===== src/rtl/clock_div_5_pkg.sv =====
// Shared constants for the clock divider slice: legal divide-ratio bounds.
`timescale 1ns/1ps
package clock_div_5_pkg;
    localparam int DIV_MIN = 2;
    localparam int DIV_MAX = 255;

    function automatic bit div_legal(input int div);
        return (div >= DIV_MIN) && (div <= DIV_MAX);
    endfunction
endpackage


===== src/rtl/clock_div_5_mod_counter.sv =====
// Parameterised modulo-N counter; exposes the registered count and its next value.
`timescale 1ns/1ps
module mod_counter #(
    parameter int N = 5,
    parameter int W = $clog2(N)
) (
    input  logic         clk,
    input  logic         rst,
    output logic [W-1:0] cnt,
    output logic [W-1:0] cnt_next
);
    localparam logic [W-1:0] LAST = W'(N - 1);

    always_comb begin
        cnt_next = (cnt == LAST) ? '0 : cnt + 1'b1;
    end

    always_ff @(posedge clk or negedge rst) begin
        if (!rst) cnt <= '0;
        else      cnt <= cnt_next;
    end
endmodule


===== src/rtl/clock_div_5.sv =====
// Divide-by-DIV clock with 50% duty; odd ratios stretch the high phase by half a
// cycle using a falling-edge copy of the rising-edge phase register.
`timescale 1ns/1ps
module clock_div_5
    import clock_div_5_pkg::*;
#(
    parameter int DIV = 5
) (
    input  logic clk,
    input  logic rst,
    output logic clk_out
);
    localparam int CW = $clog2(DIV);
    localparam logic [CW-1:0] HALF = CW'(DIV / 2);

    if (!div_legal(DIV)) begin : g_bad_div
        $error("clock_div_5: DIV=%0d outside %0d..%0d", DIV, DIV_MIN, DIV_MAX);
    end

    logic [CW-1:0] cnt;
    logic [CW-1:0] cnt_next;
    logic          pos_q;

    mod_counter #(.N(DIV), .W(CW)) u_cnt (
        .clk      (clk),
        .rst      (rst),
        .cnt      (cnt),
        .cnt_next (cnt_next)
    );

    // High while cnt_next is 1..DIV/2, so the first edge out of cnt=0 raises clk_out.
    always_ff @(posedge clk or negedge rst) begin
        if (!rst) pos_q <= 1'b0;
        else      pos_q <= (cnt_next <= HALF) && (cnt != CW'(DIV - 1));
    end

    if (DIV % 2 == 1) begin : g_odd
        logic neg_q;

        always_ff @(negedge clk or negedge rst) begin
            if (!rst) neg_q <= 1'b0;
            else      neg_q <= pos_q;
        end

        // pos_q and neg_q move on opposite edges, so the OR cannot glitch.
        assign clk_out = pos_q | neg_q;
    end else begin : g_even
        assign clk_out = pos_q;
    end
endmodule


===== config.mk =====
export PLATFORM = sky130hd
export DESIGN_NAME = clock_div_5
export DESIGN_NICKNAME = d
export VERILOG_FILES = /design/src/rtl/clock_div_5_pkg.sv /design/src/rtl/clock_div_5_mod_counter.sv /design/src/rtl/clock_div_5.sv
export SDC_FILE = /design/constraint.sdc
export NUM_CORES = 1
export LEC_CHECK = 0
export ABC_AREA = 0
export BUFFER_PORTS_ARGS = -buffer_cell sky130_fd_sc_hd__buf_4
export CAP_MARGIN = 40
export CORE_AREA = 8 8 45 47
export CTS_CLUSTER_DIAMETER = 60
export DETAILED_ROUTE_END_ITERATION = 12
export DIE_AREA = 0 0 53 55
export PLACE_DENSITY = 0.44
export SYNTH_ARGS = -nofsm -noshare
export SYNTH_HDL_FRONTEND = slang
export SYNTH_SLANG_ARGS = --single-unit

===== constraint.sdc =====
create_clock -name clk -period 1.1 [get_ports clk]
set_clock_uncertainty 0.05 [all_clocks]
set_input_delay 0.22 -clock clk [delete_from_list [all_inputs] [get_ports clk]]
set_output_delay 0.22 -clock clk [all_outputs]
set_load 0.005 [all_outputs]

==> flow_summary.html <==
<table>
<tr><th>Metric</th><th>Value</th></tr>
<tr><th colspan="2">Placed design</th></tr>
<tr><td>Routability-driven placement congestion ratio</td><td>0.564</td></tr>
<tr><td>Detailed-placement wirelength estimate</td><td>around 280 um</td></tr>
<tr><td>Cell count after placement</td><td>37</td></tr>
<tr><td>Count of port buffers added during placement</td><td>2</td></tr>
<tr><th colspan="2">Timing</th></tr>
<tr><td>Transition time at the pin with the least slew margin</td><td>0.202 ns</td></tr>
<tr><td>RSZ-0062 raised after global routing</td><td>true</td></tr>
<tr><td>Count of pins over their slew limit</td><td>0</td></tr>
<tr><td>Worst path setup slack after routing</td><td>-0.601 ns</td></tr>
<tr><td>Max_slew headroom</td><td>0.865</td></tr>
<tr><td>Setup-violating endpoint count in the final report</td><td>3</td></tr>
<tr><td>Final hold vios</td><td>0</td></tr>
<tr><td>Final-layout worst hold slack</td><td>about 0.27 ns</td></tr>
<tr><th colspan="2">Hold path</th></tr>
<tr><td>Hold crit path type</td><td>input pin to asynchronous set/reset pin</td></tr>
<tr><th colspan="2">Power</th></tr>
<tr><td>Static leakage</td><td>approximately 0.17 nW</td></tr>
<tr><td>Net switching power</td><td>between 70 and 80 uW</td></tr>
<tr><td>PnR Total Power</td><td>approximately 400 uW</td></tr>
<tr><td>Switching share of power</td><td>0.181</td></tr>
<tr><td>Part of the total power dissipated in combinational logic</td><td>0.021</td></tr>
<tr><td>Power density over the cells</td><td>around 1100 nW/um^2</td></tr>
<tr><td>Clock network fraction of design power</td><td>0.515</td></tr>
<tr><td>VDD IR max</td><td>roughly 0.26 mV</td></tr>
<tr><td>Share of power burned in registers</td><td>0.464</td></tr>
<tr><td>Internal Pwr Total</td><td>roughly 330 uW</td></tr>
<tr><th colspan="2">GRT</th></tr>
<tr><td>Wire length of the first global-routing pass</td><td>about 670 um</td></tr>
<tr><td>Global router's overall resource usage</td><td>0.0368</td></tr>
<tr><td>Overall overflow remaining after global route</td><td>0</td></tr>
<tr><td>Vias in the first global route</td><td>172</td></tr>
<tr><td>Maximum number of pins on one net before global-route repair</td><td>6</td></tr>
<tr><td>Antenna violations before repair</td><td>0</td></tr>
<tr><th colspan="2">Routing</th></tr>
<tr><td>Drt pass-1 iters</td><td>2</td></tr>
<tr><td>Vias after detailed routing</td><td>146</td></tr>
<tr><td>Remaining number of nets flagged by the antenna check after routing</td><td>0</td></tr>
<tr><td>Number of design rule violations left after detail routing</td><td>0</td></tr>
<tr><td>DRC marker count from the first detailed-route iteration</td><td>3</td></tr>
<tr><td>Wire length per cell after detailed routing</td><td>just under 9 um</td></tr>
<tr><td>Number of vias per cell after detailed routing</td><td>about 3.4</td></tr>
<tr><td>Routed wire length</td><td>~380 um</td></tr>
<tr><th colspan="2">Critical path</th></tr>
<tr><td>Data required, critical path</td><td>~0.83 ns</td></tr>
<tr><td>Depth of the worst register-to-register path</td><td>1</td></tr>
<tr><td>Kind of end point of the critical path</td><td>primary output</td></tr>
<tr><td>Data arrival time of the critical path</td><td>approximately 1.4 ns</td></tr>
<tr><td>Cell chain of the critical path</td><td>or2_1 -&gt; buf_6</td></tr>
<tr><td>Delay contributed by the slowest stage of the critical path</td><td>slightly above 0.3 ns</td></tr>
<tr><td>Maximum fanout along the worst path</td><td>1</td></tr>
<tr><td>Crit path kind</td><td>register to primary output</td></tr>
<tr><td>Worst reg2reg setup slack</td><td>-0.12 ns</td></tr>
<tr><td>Critical path startpoint category</td><td>register</td></tr>
<tr><td>Slowest cell on the critical path</td><td>dfrtn_1</td></tr>
<tr><td>Worst R2R Start</td><td>pos_q$_DFF_PN0_</td></tr>
<tr><td>FF-to-FF End</td><td>g_odd.neg_q$_DFF_NN0_</td></tr>
<tr><th colspan="2">Die</th></tr>
<tr><td>Core Footprint</td><td>1380 um^2</td></tr>
<tr><td>Full die area</td><td>between 2000 and 3000 um^2</td></tr>
<tr><td>DIE HEIGHT</td><td>55 um</td></tr>
<tr><td>Ports</td><td>3</td></tr>
<tr><td>Standard-cell rows</td><td>14</td></tr>
<tr><td>Die outline width</td><td>between 50 and 60 um</td></tr>
<tr><td>Initial Utilization</td><td>0.162</td></tr>
<tr><th colspan="2">Synthesis</th></tr>
<tr><td>Net count after synthesis</td><td>23</td></tr>
<tr><td>Arithmetic-cell share of the synthesized area counting full adders, half adders and majority gates</td><td>0.168</td></tr>
<tr><td>Post-synthesis cell count</td><td>18</td></tr>
<tr><td>Flip-flop and latch count after synthesis</td><td>5</td></tr>
<tr><td>Post-synthesis area per instance</td><td>12.4 um^2</td></tr>
<tr><td>Dominant combinational cell family by area after synthesis</td><td>adder cells</td></tr>
<tr><td>Post-synthesis instance area</td><td>between 200 and 250 um^2</td></tr>
<tr><td>Simple-gate area share of the yosys netlist</td><td>0.101</td></tr>
<tr><td>Fraction of synthesized area in multiplexers</td><td>0</td></tr>
<tr><td>Synth area leader</td><td>dfrtp_1</td></tr>
<tr><td>Number of warnings printed during yosys synthesis</td><td>0</td></tr>
<tr><td>Compound-cell area share of the yosys netlist</td><td>0.123</td></tr>
<tr><td>Unique cell type count in the Yosys netlist</td><td>11</td></tr>
<tr><td>Seq/Total Area, Yosys</td><td>0.559</td></tr>
<tr><td>Ranking of synthesized cells by area</td><td>dfrtp_1, ha_1, dfrtn_1</td></tr>
<tr><td>Post-synthesis share of cell area spent on xor and xnor gates</td><td>0</td></tr>
<tr><td>Fraction of post-synthesis cell area in the top cell type by area</td><td>0.447</td></tr>
<tr><th colspan="2">Job</th></tr>
<tr><td>Count of maximum capacitance violations</td><td>0</td></tr>
<tr><th colspan="2">Finish</th></tr>
<tr><td>Proportion of layout cells with a drive suffix above 1</td><td>0.444</td></tr>
<tr><td>Layout Nets</td><td>33</td></tr>
<tr><td>Fill cell total of the finished layout</td><td>149</td></tr>
<tr><td>Fraction of the core area covered by cells at the end of the flow</td><td>0.250</td></tr>
<tr><td>Antenna Cells</td><td>0</td></tr>
<tr><td>Area Growth Syn to Fin</td><td>54.7%</td></tr>
<tr><td>Most common cell after layout, fill and taps aside</td><td>dfrtp_1</td></tr>
<tr><td>Non-filler instance count after layout</td><td>43</td></tr>
<tr><td>Most frequent cells in the layout</td><td>dfrtp_1, clkbuf_4, buf_4</td></tr>
<tr><th colspan="2">Clocking</th></tr>
<tr><td>Clock latency on the worst-skew pair</td><td>0.24 ns</td></tr>
<tr><td>Register clock-pin slew on the reported worst setup and hold paths</td><td>0.04 ns</td></tr>
<tr><td>Root buffer selected by CTS</td><td>clkbuf_4</td></tr>
<tr><td>CTS buffer count</td><td>3</td></tr>
<tr><td>Clock net sink count</td><td>5</td></tr>
<tr><td>TritonCTS clock tree</td><td>yes</td></tr>
<tr><td>H-Tree Level Count</td><td>1</td></tr>
<tr><td>Maximum clock path buffer count</td><td>2</td></tr>
<tr><th colspan="2">Outcome</th></tr>
<tr><td>Violated checks</td><td>setup timing</td></tr>
<tr><td>Status</td><td>finished, violations left</td></tr>
</table>
power groups by stage:
stage               Clock (mW)  Combinational, mW  Sequential (mW)
floorplan                    0       0.0000000514            0.188
global placement             0            0.00581            0.187
detailed placement           0            0.00580            0.187
CTS                      0.222            0.00863            0.185
global route             0.230            0.00986            0.185
finish                   0.205            0.00823            0.185
cell type report:
class | count | area (um^2) | share of cell area
Timing Repair Buffer | 5 | 43.8 | 0.126
Multi-Input combinational cell | 10 | 120 | 0.347
Sequential cell | 5 | 125 | 0.361
Tap cell | 16 | 20.0 | 0.0578
Inverter | 3 | 11.3 | 0.0325
Clock buffer | 4 | 26.3 | 0.0758
flip-flops by register name, summed over array words and instances (netlist names):
register	flops
g_odd.neg_q	1
pos_q	1
u_cnt.cnt	3
critical path, delay by kind of cell, from the launching register on:
kind,cells,cell delay [ns]
simple gates,1,0.21
buf+inv,1,0.12
flops,1,0.31
synth_stat cells:
cell type  instances
a221oi_2           1
dfrtp_1            4
ha_1               3
nor2_1             1
dfrtn_1            1
inv_1              3
nand2b_1           1
a21oi_1            1
or2_1              1
nor2b_1            1
a21o_1             1
worst max path at each step:
stage / startpoint / end / slack (ns) / depth (start not counted)
floorplan: g_odd.neg_q$_DFF_NN0_ / clk_out / -0.23 / 1
global placement: g_odd.neg_q$_DFF_NN0_ / clk_out / -0.35 / 2
detailed placement: g_odd.neg_q$_DFF_NN0_ / clk_out / -0.36 / 2
CTS: g_odd.neg_q$_DFF_NN0_ / clk_out / -0.63 / 2
global route: g_odd.neg_q$_DFF_NN0_ / clk_out / -0.64 / 2
finish: g_odd.neg_q$_DFF_NN0_ / clk_out / -0.60 / 2
timing repair:
item | 4_1_cts | 5_1_grt
pin swaps | 2 | 1
buffers inserted | 0 | 1
cloned | 0 | 0
endpoints found under the setup margin | 4 | 4
endpoints found under the hold margin | 4 | 0
hold buffers | 1 | 0
resized for setup | 3 | 4
metrics by stage:
stage               TNS (ns)  setup WS, ns  area, um^2
floorplan             -0.228        -0.225         224
global placement      -0.409        -0.346         267
detailed placement    -0.446        -0.356         267
CTS                   -0.683        -0.628         315
global route          -0.980        -0.640         347
finish                -0.773        -0.601         347
cell families after synthesis:
family          after synthesis
compound gates                3
fa+ha+maj                     3
buf+inv                       3
flops                         5
simple gates                  4
per-layer routing:
| metal | share of wire | vias to the layer above | GRT usage |
|---|---|---|---|
| li1 | - | 74 | - |
| met1 | 0.44 | 69 | 0.0277 |
| met2 | 0.47 | 3 | 0.0488 |
| met3 | 0.088 | 0 | 0.0321 |
| met4 | 0 | 0 | 0.0517 |
| met5 | 0 | - | 0 |
Power figures use the tool's default switching activity.
